===== config.mk =====
export PLATFORM = sky130hd
export DESIGN_NAME = hub75_scan_ctrl
export DESIGN_NICKNAME = d
export VERILOG_FILES = /design/src/rtl/hub75_scan_ctrl.sv
export SDC_FILE = /design/constraint.sdc
export NUM_CORES = 1
export LEC_CHECK = 0
export ABC_AREA = 0
export BUFFER_PORTS_ARGS = -buffer_cell sky130_fd_sc_hd__buf_2
export CORE_ASPECT_RATIO = 0.5
export CORE_UTILIZATION = 55
export CTS_CLUSTER_SIZE = 12
export DETAILED_ROUTE_END_ITERATION = 10
export PLACE_DENSITY = 0.73
export RECOVER_POWER = 25
export SYNTH_ARGS = -nofsm -noshare
export SYNTH_HDL_FRONTEND = slang
export SYNTH_SLANG_ARGS = --single-unit

===== constraint.sdc =====
create_clock -name sys_clk -period 9.8 [get_ports sys_clk]
set_input_delay 1.47 -clock sys_clk [delete_from_list [all_inputs] [get_ports sys_clk]]
set_output_delay 1.47 -clock sys_clk [all_outputs]
set_load 0.02 [all_outputs]

===== src/rtl/hub75_scan_ctrl.sv =====
// rtl/hub75_scan_ctrl.sv - HUB75 BCM scan controller: row addressing, latch, blank and fetch sequencing
module hub75_scan_ctrl #(
  parameter int ROWS      = 32,
  parameter int ROW_W     = 6,
  parameter int BITS      = 6,
  parameter int BIT_W     = 3,
  parameter int SHOW_LEN  = 32,
  parameter int DELAY_W   = 20,
  parameter int ADDR_MODE = 0
) (
  input  logic               sys_clk,
  input  logic               rst,
  input  logic               enable,
  input  logic [7:0]         brightness,
  input  logic               fetchshift_busy,
  input  logic               swap_req,
  output logic               fetchshift_start,
  output logic [BIT_W-1:0]   bit_out,
  output logic [ROW_W-1:0]   row_out,
  output logic               buf_sel,
  output logic               swap_ack,
  output logic               frame_start,
  output logic               lat,
  output logic               blank,
  output logic               row_clk,
  output logic               row_data,
  output logic [ROW_W-1:0]   row_addr
);

  typedef enum logic [3:0] {
    S_IDLE,
    S_PRELOAD,
    S_PRELOAD_WAIT,
    S_BLANK,
    S_ROW_DATA,
    S_ROW_CLK,
    S_ROW_SETTLE,
    S_ROW_ADDR,
    S_LATCH,
    S_START,
    S_SHOW,
    S_NEXT
  } state_t;

  localparam int                 PROD_W    = DELAY_W + 9;
  localparam logic [ROW_W-1:0]   ROW_LAST  = ROW_W'(ROWS - 1);
  localparam logic [BIT_W-1:0]   BIT_LAST  = BIT_W'(BITS - 1);
  localparam logic [DELAY_W-1:0] SHOW_BASE = DELAY_W'(SHOW_LEN);
  localparam logic [DELAY_W-1:0] DELAY_MAX = '1;

  state_t             state;
  state_t             state_nxt;
  logic [1:0]         step_cnt;
  logic [ROW_W-1:0]   fetch_row;
  logic [ROW_W-1:0]   fetch_row_nxt;
  logic [ROW_W-1:0]   disp_row;
  logic [BIT_W-1:0]   fetch_bit;
  logic [BIT_W-1:0]   fetch_bit_nxt;
  logic [BIT_W-1:0]   disp_bit;
  logic [DELAY_W-1:0] delay_cnt;
  logic [DELAY_W-1:0] on_time;
  logic [DELAY_W-1:0] period;
  logic [PROD_W-1:0]  on_prod;
  logic               advance;
  logic               fetch_wrap;
  logic               show_on;

  assign row_out = fetch_row;
  assign bit_out = fetch_bit;

  // Full-width product so low brightness on short bit planes rounds down to zero cleanly
  assign period  = SHOW_BASE << disp_bit;
  assign on_prod = PROD_W'(period) * (PROD_W'(brightness) + PROD_W'(1));
  assign show_on = (state == S_SHOW) && (delay_cnt < on_time);

  always_comb begin
    fetch_bit_nxt = fetch_bit;
    fetch_row_nxt = fetch_row;
    if (fetch_bit == BIT_LAST) begin
      fetch_bit_nxt = '0;
      fetch_row_nxt = (fetch_row == ROW_LAST) ? '0 : fetch_row + ROW_W'(1);
    end else begin
      fetch_bit_nxt = fetch_bit + BIT_W'(1);
    end
    fetch_wrap = (fetch_bit_nxt == '0) && (fetch_row_nxt == '0);
  end

  always_comb begin
    state_nxt        = state;
    fetchshift_start = 1'b0;
    frame_start      = 1'b0;
    advance          = 1'b0;
    case (state)
      S_IDLE: begin
        if (enable) state_nxt = S_PRELOAD;
      end
      S_PRELOAD: begin
        fetchshift_start = 1'b1;
        state_nxt        = S_PRELOAD_WAIT;
      end
      S_PRELOAD_WAIT: begin
        if (!fetchshift_busy) begin
          advance   = 1'b1;
          state_nxt = S_BLANK;
        end
      end
      S_BLANK: begin
        if (disp_bit == '0) state_nxt = (ADDR_MODE == 0) ? S_ROW_DATA : S_ROW_ADDR;
        else                state_nxt = S_LATCH;
      end
      S_ROW_DATA: begin
        if (step_cnt == 2'd1) state_nxt = S_ROW_CLK;
      end
      S_ROW_CLK: begin
        if (step_cnt == 2'd1) state_nxt = S_ROW_SETTLE;
      end
      S_ROW_SETTLE: begin
        if (step_cnt == 2'd1) state_nxt = S_LATCH;
      end
      S_ROW_ADDR: begin
        if (step_cnt == 2'd2) state_nxt = S_LATCH;
      end
      S_LATCH: begin
        frame_start = (step_cnt == 2'd0) && (disp_row == '0) && (disp_bit == '0);
        if (step_cnt == 2'd1) state_nxt = S_START;
      end
      S_START: begin
        fetchshift_start = 1'b1;
        state_nxt        = S_SHOW;
      end
      S_SHOW: begin
        // A slow shift engine stretches the slot rather than cutting it short
        if ((delay_cnt >= period - DELAY_W'(1)) && !fetchshift_busy) state_nxt = S_NEXT;
      end
      S_NEXT: begin
        advance   = 1'b1;
        state_nxt = enable ? S_BLANK : S_IDLE;
      end
      default: state_nxt = S_IDLE;
    endcase
  end

  always_ff @(posedge sys_clk) begin
    if (rst) begin
      state     <= S_IDLE;
      step_cnt  <= 2'd0;
      fetch_row <= '0;
      fetch_bit <= '0;
      disp_row  <= '0;
      disp_bit  <= '0;
      delay_cnt <= '0;
      on_time   <= '0;
      buf_sel   <= 1'b0;
      swap_ack  <= 1'b0;
      lat       <= 1'b0;
      blank     <= 1'b1;
      row_clk   <= 1'b0;
      row_data  <= 1'b0;
      row_addr  <= '0;
    end else begin
      state    <= state_nxt;
      step_cnt <= (state_nxt != state) ? 2'd0 : step_cnt + 2'd1;
      swap_ack <= 1'b0;

      if (state == S_IDLE && enable) begin
        fetch_row <= '0;
        fetch_bit <= '0;
      end

      // Display takes over the slot just fetched; buffer flips only at the frame wrap
      if (advance) begin
        disp_row  <= fetch_row;
        disp_bit  <= fetch_bit;
        fetch_row <= fetch_row_nxt;
        fetch_bit <= fetch_bit_nxt;
        if (fetch_wrap && swap_req) begin
          buf_sel  <= ~buf_sel;
          swap_ack <= 1'b1;
        end
      end

      if (state == S_START) begin
        delay_cnt <= '0;
        on_time   <= DELAY_W'(on_prod >> 8);
      end else if (state == S_SHOW && delay_cnt != DELAY_MAX) begin
        delay_cnt <= delay_cnt + DELAY_W'(1);
      end

      lat      <= (state == S_LATCH);
      blank    <= !show_on;
      row_clk  <= (ADDR_MODE == 0) && (state == S_ROW_CLK);
      row_data <= (ADDR_MODE == 0) && (state == S_ROW_DATA || state == S_ROW_CLK) && (disp_row == '0);
      row_addr <= (ADDR_MODE == 1 && state == S_ROW_ADDR) ? disp_row : '0;
    end
  end

endmodule


==> summary.md, run 1 <==
| Metric | Value |
|---|---|
| Synthesis Warnings | 0 |
| Layout area overhead | 7.43% |
| Synth Register Bits | 66 |
| Skew final | about 6.9 ps |
| Worst min path class | reg -> reg |
| Antenna Nets Post-Route | 0 |
| DRT Pass-1 Iters | 8 |
| Gp weighted congestion | 0.866 |
| Largest cells by area after synthesis | dfxtp_1 (21%), fa_1 (14%), ha_1 (14%) |
| CTS Hold Buffers Added | 0 |
| Skew-Pair Late Insertion Delay | between 300 and 400 ps |
| Worst slew pin tran | about 2300 ps |
| Failing checks | design-rule violations, max-capacitance violations, max-slew violations |
| Fin area | around 0.0066 mm² |
| Yosys cell types | 65 |
| Die Span Y | 77.0 µm |
| Commonest non-fill, non-tap cell in the layout | nand2_1 |
| Fin crit share | approximately two thirds |
| Die footprint | roughly 0.012 mm² |
| Synthesized area | between 0.006 and 0.007 mm² |
| Post-synth top area cell | dfxtp_1 |
| Reg2reg setup slack | about 3900 ps |
| DRC | 6 |
| Half-perimeter wire length after placement | between 10000 and 15000 µm |
| Setup Buffers After CTS | 0 |
| Chip Width | around 150 µm |
| CP cell instances | buf_2, ha_1, nand3_1, nor2_1, xor2_1, nand2_1, fa_1, inv_1, fa_1, inv_1, fa_1, fa_1, inv_1, ha_1, a2111oi_2, o21ai_1, a31oi_1, o21bai_1, or4b_1, o311ai_1 |
| Number of flops mapped to enable cells by yosys | 0 |
| PostCTS Resize Cnt | 0 |
| Clk buf depth | 2 |
| Final wirelength | between 10000 and 15000 µm |
| CP arrival | about 6900 ps |
| Tot Pwr | about 650 µW |
| Hold Startpoint | disp_row[3]$_SDFFE_PP0P_ |
| Grt total ovfl | 0 |
| PwrDens | between 90 and 100 mW/mm² |
| Max-cap viol count | 1 |
| Antenna violations before repair | 0 |
| Worst Reg-to-Reg Cells | 17 |
| Seq/Total Area, Yosys | 21.4% |
| Post-Route Setup TNS | 0 ps |
| Vias per cell | approximately 5.5 |
| Drt wl/cell | approximately 14 µm |
| Post-route insts no fill | 931 |
| CTS Root Cell | clkbuf_16 |
| Final core utilization | between 60% and 70% |
| Crit-path max cell delay | between 500 and 600 ps |
| Hold Vio Cnt, Final | 0 |
| Status | finished, violations left |
| Final Max Slew Viols | 53 |
| First-pass GRT wire length | between 20000 and 25000 µm |
| Worst setup EP type | flip-flop |
| TritonCTS Buffers | 9 |
| Post-layout min period | roughly 6700 ps |
| Buf/Inv on CP | 4 |
| Clock-pin slew on the worst setup and hold paths | around 60 ps |
| Top cell type's share of synthesized area | 21.4% |
| CP dominant cell by count | fa_1 |
| Via count | a little over 5000 |
| DP Cell Count | between 900 and 1000 |
| Hold Path Depth | 2 |
| Top delay family on crit path | adder cells |
| Synth Area per Inst | roughly 8.0 µm² |
| Worst VDD drop | roughly 0.09 mV |
| Starting density of the core | 58.5% |
| Overall Global Routing Usage | around a quarter |
| Worst EP required | around 10000 ps |
| CTS tree | built |
| Fmax | 0.149 GHz |
| Setup violators final | 0 |
| Headroom to the max-slew limit | -55.4% |
| N_diodes | 0 |
| Drt initial violations | 313 |
| CP Class | in -> reg |
| Final net count | 911 |
| Reg2reg end | on_time[12]$_SDFFE_PP0P_ |
| Num ports | 36 |
| Most common flop cell mapped by yosys | dfxtp_1 |
| # port buffers | 29 |
| Critical R2R Launch | disp_bit[1]$_SDFFE_PP0P_ |
| # clock sinks | 66 |
| P_leak | between 0.002 and 0.003 µW |
| Hold endpoint | disp_row[3]$_SDFFE_PP0P_ |
| Core ar. | between 0.01 and 0.015 mm² |
| Placed cell areas | between 0.006 and 0.007 mm² |
| Vias in the first global route | 4744 |
| Std cell rows | 26 |
| Synth Instances | roughly 770 |
| Crit Path Max Fanout | 9 |
| Share of post-route cells with drive strength above 1 | between 4 and 5% |
| Ys async rst share | 0% |
| Critical path launch point type | input pin |
| Largest net degree at the start of global routing | 53 |
| RSZ-0062 raised after global routing | false |
| Commonest cells after routing, fill and taps aside | nand2_1 (107), inv_1 (95), ha_1 (68), dfxtp_1 (66), nor2_1 (59) |
| CTS H-tree lvls | 3 |
| Slowest CP cell | fa_1 |
==> worst min-delay path: cells and delay by family (launching register included) <==
kind / cells / cell delay (ps)
and+or+nand+nor: 1 / 50
DFF: 1 / 300
AOI/OAI and AO/OA: 1 / 50
==> how the worst max path moves through the flow <==
stage	slack, ps	cells after the start	to	from
after global routing	2700	20	on_time[12]$_SDFFE_PP0P_	brightness[0]
after floorplan	3430	20	on_time[12]$_SDFFE_PP0P_	brightness[0]
after CTS	3110	20	on_time[12]$_SDFFE_PP0P_	brightness[0]
after detailed placement	2830	20	on_time[12]$_SDFFE_PP0P_	brightness[0]
final	3070	20	on_time[12]$_SDFFE_PP0P_	brightness[0]
after global placement	2940	20	on_time[12]$_SDFFE_PP0P_	brightness[0]
==> stage by stage <==
step	hold WS (ps)	setup WS (ps)
after floorplan	431	3430
after global placement	439	2940
after detailed placement	442	2830
after CTS	449	3110
after global routing	467	2700
final	452	3070
==> final cells by class <==
cell class | instances | area [µm²]
Clock inverter | 3 | 40.0
Clock buffer | 12 | 246
Inverter | 95 | 357
Multi-Input combinational cell | 583 | 4360
Fill cell | 961 | 3930
Timing Repair Buffer | 32 | 148
Sequential cell | 66 | 1320
Tap cell | 140 | 175
==> state kept, by name (all words and copies together), names as in the netlist, 2 cells and up <==
name,count
state,4
step_cnt,2
disp_bit,3
row_out,6
bit_out,3
disp_row,6
delay_cnt,20
on_time,16
==> synth_stat cells, types with 2 or more instances <==
library cell / instances
a21oi_1: 47
o21ai_1: 2
and3_1: 11
nor2b_1: 2
nor3_1: 14
nand3b_1: 4
xor2_1: 19
o21ai_0: 28
nor2_1: 59
o211ai_1: 8
and4_1: 4
o21a_1: 3
nor3_2: 2
clkbuf_1: 22
and3b_1: 2
a2111oi_2: 2
a2111oi_0: 2
fa_1: 43
xnor2_1: 16
a22oi_1: 4
a21o_1: 8
nor4_1: 7
nand2_1: 107
nand3_1: 21
nand2b_1: 13
o21bai_1: 3
dfxtp_1: 66
nand4_1: 8
and2_1: 13
buf_2: 6
or3_1: 10
or4_1: 4
a211o_1: 2
ha_1: 68
buf_4: 6
inv_1: 95
nor3b_1: 3
a211oi_1: 10
a31oi_1: 4
==> logic make-up (layout without fill, tap and decap cells) <==
kind of cell / Yosys count / count (layout) / synth area share [%]
xor+xnor: 35 / 35 / 4.96
fa+ha+maj: 111 / 111 / 27.7
flops: 66 / 66 / 21.4
mux: 2 / 2 / 0.344
simple gates: 291 / 291 / 22.9
other cells: 1 / 7 / 0.0606
compound gates: 137 / 137 / 14.1
buf+inv: 131 / 142 / 8.56
==> routing by layer <==
metal	GRT usage, %	part of all wire, %	vias to the layer above	wire length [µm]
met1	35.4	52	2421	6960
li1	-	-	2619	-
met5	0	0	-	0
met3	3.62	4.2	9	566
met2	37.2	43	110	5750
met4	4.69	0.73	0	98
==> where the power goes <==
part | leakage, µW | switching, µW | internal (µW) | total, µW
Sequential | 0.000532 | 6.41 | 271 | 278
Combinational | 0.00223 | 36.7 | 18.8 | 55.5
Clock | 0.000142 | 111 | 202 | 312
Total | 0.00291 | 154 | 492 | 646
No activity file was read; power rests on OpenSTA's default activity.
==> inputs of run 2 (changes only) <==
--- a/config.mk
+++ b/config.mk
@@ -11,7 +11,7 @@
 export CORE_UTILIZATION = 55
 export CTS_CLUSTER_SIZE = 12
 export DETAILED_ROUTE_END_ITERATION = 10
-export PLACE_DENSITY = 0.73
+export PLACE_DENSITY = 0.76
 export RECOVER_POWER = 25
 export SYNTH_ARGS = -nofsm -noshare
 export SYNTH_HDL_FRONTEND = slang
==> constraint.sdc (replaced) <==
create_clock -name sys_clk -period 6 [get_ports sys_clk]
set_input_delay 0.9 -clock sys_clk [delete_from_list [all_inputs] [get_ports sys_clk]]
set_output_delay 0.9 -clock sys_clk [all_outputs]
set_load 0.02 [all_outputs]
==> run 2 against run 1 <==
- the run ends with design-rule violations left
- power up 72%
- sequential cell count is the same
- critical path depth rose by 1
- first-iteration DRC count rose by 4.5%
- hold slack better by 5.9 ps
- final area up 2.8%
- sequential power grew 63%
- combinational power increased by 78%
- critical path type unchanged
- largest cell class unchanged
- largest power group unchanged
- highest routed layer unchanged
==> summary.md, run 2 (synthesis results as in run 1) <==
| Metric | Value |
|---|---|
| Status | finished, violations left |
| Failing checks | design-rule violations |
| Slowest CP cell | fa_1 |
| Vias per cell | 5.61 (+1.2%) |
| # port buffers | 29 (unchanged) |
| Max-cap viol count | 0 (-1) |
| Worst setup EP type | flip-flop |
| CTS tree | built |
| Top delay family on crit path | adder cells |
| DRT Pass-1 Iters | 9 (+1) |
| Drt wl/cell | 14.7 µm (+2.1%) |
| Post-layout min period | ~5700 ps |
| DRC | 3 (-3) |
| First-pass GRT wire length | 24200 µm (+5.6%) |
| Setup Buffers After CTS | 0 (unchanged) |
| Switch share | 24.3% (+0.47 points) |
| Final Max Slew Viols | 0 (-100%) |
| Commonest cells after routing, fill and taps aside | nand2_1 (107), inv_1 (95), ha_1 (68), dfxtp_1 (66), nor2_1 (59) |
| Final net count | 932 (+2.3%) |
| Half-perimeter wire length after placement | 10600 µm (+5.4%) |
| Reg2reg setup slack | 470 ps (-3420 ps) |
| Logic pwr share | 8.9% (+0.3 points) |
| N_diodes | 0 (unchanged) |
| Buf/Inv on CP | 5 (+1) |
| Critical path launch point type | input pin |
| CP arrival | 5900 ps (-1030 ps) |
| PwrDens | 163 mW/mm² (+68%) |
| Skew final | 5.61 ps (-1.34 ps) |
| Hold Vio Cnt, Final | 0 (unchanged) |
| Gp weighted congestion | 0.891 (+2.9%) |
| Crit-path max cell delay | 570 ps (+20 ps) |
| Fmax | 0.176 GHz |
| Share of post-route cells with drive strength above 1 | 7.50% (+2.6 points) |
| Worst EP required | 6230 ps (-3770 ps) |
| Clk pwr share | 50.4% (+2.0 points) |
| Vias in the first global route | 5112 (+7.8%) |
| Layout area overhead | 10.4% |
| Share of power burned in registers | 40.7% (-2.3 points) |
| Setup violators final | 0 (unchanged) |
| TritonCTS Buffers | 9 (unchanged) |
| CP dominant cell by count | fa_1 |
| Largest net degree at the start of global routing | 53 (unchanged) |
| Headroom to the max-slew limit | 26.9% (+82 points) |
| Pre-CTS WS | 7.02 ps (-2820 ps) |
| Internal power | 841 µW (+71%) |
| Overall Global Routing Usage | 25.5% (+1.5 points) |
| Worst VDD drop | 0.156 mV (+73%) |
| Hold Path Depth | 2 (unchanged) |
| Clk buf depth | 2 (unchanged) |
| RSZ-0062 raised after global routing | false |
| Fillers | 888 (-7.6%) |
| CP cell instances | buf_2, ha_1, nand3_1, nor2_1, and3_1, buf_4, nand2_1, fa_1, inv_1, fa_1, inv_1, fa_1, fa_1, inv_1, ha_1, a2111oi_2, o21ai_1, a31oi_1, o21bai_1, or4b_1, o311ai_1 |
| Tot Pwr | 1110 µW (+72%) |
| Worst slew pin tran | 1100 ps (-1230 ps) |
| Die Span Y | 77.0 µm (unchanged) |
| Worst min path class | reg -> reg |
| CTS Root Cell | clkbuf_16 |
| PostCTS Resize Cnt | 0 (unchanged) |
| Largest reg by FF count | delay_cnt |
| Antenna violations before repair | 0 (unchanged) |
| Crit Path Max Fanout | 7 (-2) |
| Fin crit share | approximately 95% |
| Worst Reg-to-Reg Cells | 17 (unchanged) |
| Critical R2R Launch | disp_bit[2]$_SDFFE_PP0P_ |
| Final wirelength | 14000 µm (+4.5%) |
| Switching pwr | 271 µW (+76%) |
| Commonest non-fill, non-tap cell in the layout | nand2_1 |
| Clock-pin slew on the worst setup and hold paths | 60 ps (about the same) |
| Largest register FFs | 20 (unchanged) |
| Grt total ovfl | 0 (unchanged) |
| Crit path setup slack, layout | 325 ps (-2750 ps) |
| Reg2reg end | on_time[12]$_SDFFE_PP0P_ |
| P_leak | 0.00301 µW (+3.6%) |
| Skew-Pair Late Insertion Delay | 330 ps (about the same) |
| Chip Width | 152 µm (unchanged) |
| CTS Hold Buffers Added | 0 (unchanged) |
| # clock sinks | 66 (unchanged) |
| Die footprint | 0.0117 mm² (unchanged) |
| Antenna Nets Post-Route | 0 (unchanged) |
| Hold Startpoint | disp_row[0]$_SDFFE_PP0P_ |
| Core ar. | 0.0106 mm² (unchanged) |
| Num ports | 36 (unchanged) |
| CP Class | in -> reg |
| Hold endpoint | disp_row[0]$_SDFFE_PP0P_ |
| Via count | 5346 (+3.6%) |
| Drt initial violations | 327 (+4.5%) |
| Largest regs | delay_cnt: 20 flops, on_time: 16 flops |
| CTS H-tree lvls | 3 (unchanged) |
| Post-Route Setup TNS | 0 ps (unchanged) |
| Std cell rows | 26 (unchanged) |
| Starting density of the core | 58.5% (unchanged) |
run 2: changes by cell type in the layout (fill, tap and decap cells not counted), sizes merged:
cell      before  now
buf           18   37
clkinvlp       0    2
bufinv         1    2
clkbuf        26   25
clkinv         2    3
run 2: area by class of cell:
cell class | count | area, µm² | share of cell area (%)
multi-input cells | 583 | 4360 | 63.8
flip-flops and latches | 66 | 1320 | 19.4
inverters | 95 | 357 | 5.22
repair buffers | 53 | 300 | 4.40
clock buffers | 9 | 225 | 3.30
well taps | 140 | 175 | 2.57
clock inverters | 7 | 93.8 | 1.37
run 2: power groups by stage:
stage	registers [µW]	logic, µW	clock network (µW)
finish	453	98.9	560
global route	454	110	592
floorplan	456	74.7	0
CTS	453	98.6	567
global placement	462	95.9	0
detailed placement	462	97.5	0
run 2: worst min-delay path: cells and delay by family (launching register included):
| family | cells | cell delay [ps] |
|---|---|---|
| AND/OR/NAND/NOR | 1 | 50 |
| AO/OA/AOI/OAI | 1 | 50 |
| flip-flops | 1 | 310 |
run 2: worst max-delay path by stage:
stage                       start                       end  slack [ps]  cells after the start
floorplan           brightness[0]  on_time[12]$_SDFFE_PP0P_         200                     20
global placement    brightness[0]  on_time[12]$_SDFFE_PP0P_         130                     21
detailed placement  brightness[0]  on_time[12]$_SDFFE_PP0P_           7                     21
CTS                 brightness[0]  on_time[12]$_SDFFE_PP0P_         330                     21
global route        brightness[0]  on_time[12]$_SDFFE_PP0P_          10                     21
finish              brightness[0]  on_time[12]$_SDFFE_PP0P_         330                     21
run 2: layer usage:
layer  part of all wire [%]  up-vias  track usage [%]
met1                     48     2533             34.0
li1                       -     2663                -
met4                    1.2        0             6.43
met3                    4.6       19             4.01
met2                     46      131             43.4
met5                      0        -                0
run 2: metrics by stage:
step	hold slack (ps)	cells	util, %	instance area, µm²
final	458	953	64.6	6830
after global routing	473	953	64.6	6830
after CTS	460	953	64.8	6850
after detailed placement	445	937	61.8	6530
after global placement	439	937	61.8	6530
after floorplan	431	780	-	6210
==> inputs of run 3 (changes only) <==
--- a/config.mk
+++ b/config.mk
@@ -6,7 +6,7 @@
 export NUM_CORES = 1
 export LEC_CHECK = 0
 export ABC_AREA = 0
-export BUFFER_PORTS_ARGS = -buffer_cell sky130_fd_sc_hd__buf_2
+export BUFFER_PORTS_ARGS = -buffer_cell sky130_fd_sc_hd__buf_4
 export CORE_ASPECT_RATIO = 0.5
 export CORE_UTILIZATION = 55
 export CTS_CLUSTER_SIZE = 12
==> run 3 against run 2 <==
- the run still ends with design-rule violations left
- via count shrank 0.13%
- critical path depth is the same
- first-iteration DRC count shrank 23%
- core utilization grew 0.083 points
- maximum frequency is essentially flat
- global-route usage shrank 0.084 points
- sequential share of layout area is essentially flat
- sequential cell count is the same
- count of clock-buffer cells in the layout grew 2
- cell count shrank 0.21%
- worst setup slack is essentially flat
- die area is the same
- largest cell class unchanged
==> summary.md, run 3 (synthesis results as in run 1) <==
| Metric | Value |
|---|---|
| Worst EP required | 6240 ps (about the same) |
| Final net count | 930 (-0.21%) |
| Fin crit share | 94.6% (about the same) |
| RSZ-0062 raised after global routing | false |
| Final core utilization | 64.7% (+0.083 points) |
| CP Class | in -> reg |
| Die footprint | 0.0117 mm² (unchanged) |
| Fillers | 918 (+3.4%) |
| DRC | 4 (+1) |
| Worst min path class | reg -> reg |
| Clock-pin slew on the worst setup and hold paths | 50 ps (about the same) |
| Half-perimeter wire length after placement | 10600 µm (-0.63%) |
| PwrDens | 158 mW/mm² (-2.7%) |
| Overall Global Routing Usage | 25.4% (-0.084 points) |
| Clk buf depth | 2 (unchanged) |
| Largest regs | delay_cnt: 20 flops, on_time: 16 flops |
| Grt total ovfl | 0 (unchanged) |
| CTS Hold Buffers Added | 0 (unchanged) |
| Final wirelength | 13800 µm (-1.1%) |
| Headroom to the max-slew limit | 16.7% (-10 points) |
| CP arrival | 5910 ps (about the same) |
| # clock sinks | 66 (unchanged) |
| Crit-path max cell delay | 550 ps (-20 ps) |
| CTS H-tree lvls | 3 (unchanged) |
| Critical path launch point type | input pin |
| Antenna Nets Post-Route | 0 (unchanged) |
| Fmax | 0.176 GHz (about the same) |
| Layout area overhead | 10.6% |
| CTS tree | built |
| Num ports | 36 (unchanged) |
| Worst slew pin tran | 1250 ps (+149 ps) |
| Crit Path Max Fanout | 9 (+2) |
| Top delay family on crit path | adder cells |
| Largest reg by FF count | delay_cnt |
| CP cell instances | buf_4, ha_1, nand3_1, nor2_1, and3_1, nand2_1, fa_1, inv_1, fa_1, inv_1, fa_1, fa_1, inv_1, ha_1, buf_4, a21o_1, o22a_1, a31oi_1, o21bai_1, or4b_1, o311ai_1 |
| Commonest non-fill, non-tap cell in the layout | nand2_1 |
| Drt initial violations | 252 (-23%) |
| Final Max Slew Viols | 0 (unchanged) |
| Vias in the first global route | 5103 (-0.18%) |
| Die Span Y | 77.0 µm (unchanged) |
| Status | finished, violations left |
| Hold Vio Cnt, Final | 0 (unchanged) |
| Skew-Pair Late Insertion Delay | 330 ps (about the same) |
| Post-layout min period | 5670 ps (-0.309 ps) |
| Failing checks | design-rule violations |
| PostCTS Resize Cnt | 0 (unchanged) |
| Commonest cells after routing, fill and taps aside | nand2_1 (107), inv_1 (95), ha_1 (68), dfxtp_1 (66), nor2_1 (59) |
| Largest register FFs | 20 (unchanged) |
| TritonCTS Buffers | 9 (unchanged) |
| N_diodes | 0 (unchanged) |
| Core ar. | 0.0106 mm² (unchanged) |
| Worst setup EP type | flip-flop |
| Std cell rows | 26 (unchanged) |
| # port buffers | 29 (unchanged) |
| Share of post-route cells with drive strength above 1 | 7.27% (-0.23 points) |
| Skew final | 4.89 ps (-0.722 ps) |
| Largest net degree at the start of global routing | 53 (unchanged) |
| Slowest CP cell | fa_1 |
| DRT Pass-1 Iters | 7 (-2) |
| Setup Buffers After CTS | 0 (unchanged) |
| Setup violators final | 0 (unchanged) |
| CP dominant cell by count | fa_1 |
| CTS Root Cell | clkbuf_16 |
| Buf/Inv on CP | 5 (unchanged) |
| Starting density of the core | 58.5% (unchanged) |
| Via count | 5339 (-0.13%) |
| First-pass GRT wire length | 24000 µm (-0.80%) |
| Vias per cell | 5.61 (about the same) |
| Max-cap viol count | 0 (unchanged) |
| Antenna violations before repair | 0 (unchanged) |
| Worst VDD drop | 0.161 mV (+3.2%) |
| Gp weighted congestion | 0.953 (+7.0%) |
| Chip Width | 152 µm (unchanged) |
| Drt wl/cell | 14.5 µm (-0.85%) |
| P_leak | 0.00301 µW (about the same) |
| Post-Route Setup TNS | 0 ps (unchanged) |
run 3: changes by cell type in the layout (fill, tap and decap cells not counted), sizes merged:
cell / previous run / this run
buf: 37 / 35
clkbuf: 25 / 27
bufinv: 2 / 1
clkinvlp: 2 / 1
run 3: metal layers:
layer	up-vias	share of wire, %	track usage [%]
met5	-	0	0
met2	169	45	40.2
met1	2480	47	34.4
met4	0	1.7	7.96
li1	2667	-	-
met3	23	6.8	6.05
run 3: per-stage QoR:
stage / power (µW) / cells / cell area (µm²) / hold slack [ps] / setup WS, ps
5_1_grt: 1130 / 951 / 6840 / 466 / 11.9
2_1_floorplan: 530 / 780 / 6210 / 431 / 204
4_1_cts: 1090 / 951 / 6900 / 454 / 330
3_5_place_dp: 562 / 935 / 6590 / 445 / 16.1
6_report: 1080 / 951 / 6840 / 449 / 326
3_3_place_gp: 560 / 935 / 6590 / 439 / 113
run 3: where the power goes:
group	total (µW)	switching (µW)	leakage [µW]	internal [µW]
clock	530	189	0.000151	342
sequential	453	10.1	0.000532	443
combinational	100	61.5	0.00233	38.5
run 3: area by class of cell:
cell class                 instances  area [µm²]  area share, %
clock buffer                      11         253           3.70
sequential                        66        1320           19.3
clock inverter                     5        52.6          0.769
inverter                          95         357           5.22
multi-input combinational        583        4360           63.7
timing repair buffer              51         323           4.72
tap                              140         175           2.56
run 3: path summary, 6_finish.rpt:
kind,startpoint,endpoint,slack [ps],depth (start not counted)
worst min-delay path,disp_row[3]$_SDFFE_PP0P_,disp_row[3]$_SDFFE_PP0P_,450,2
worst max register to register,disp_bit[1]$_SDFFE_PP0P_,on_time[12]$_SDFFE_PP0P_,450,18
worst min register to register,disp_row[3]$_SDFFE_PP0P_,disp_row[3]$_SDFFE_PP0P_,450,2
worst max-delay path,brightness[0],on_time[12]$_SDFFE_PP0P_,330,21
run 3: worst register-to-register path, stage by stage (launching register included):
cell,delay (ps)
dfxtp_1,670
inv_1,190
nor3_2,350
nand2_1,130
fa_1,520
inv_1,50
fa_1,540
inv_1,60
fa_1,520
fa_1,550
inv_1,40
ha_1,330
buf_4,160
a21o_1,190
o22a_1,210
a31oi_1,270
o21bai_1,110
or4b_1,480
o311ai_1,80
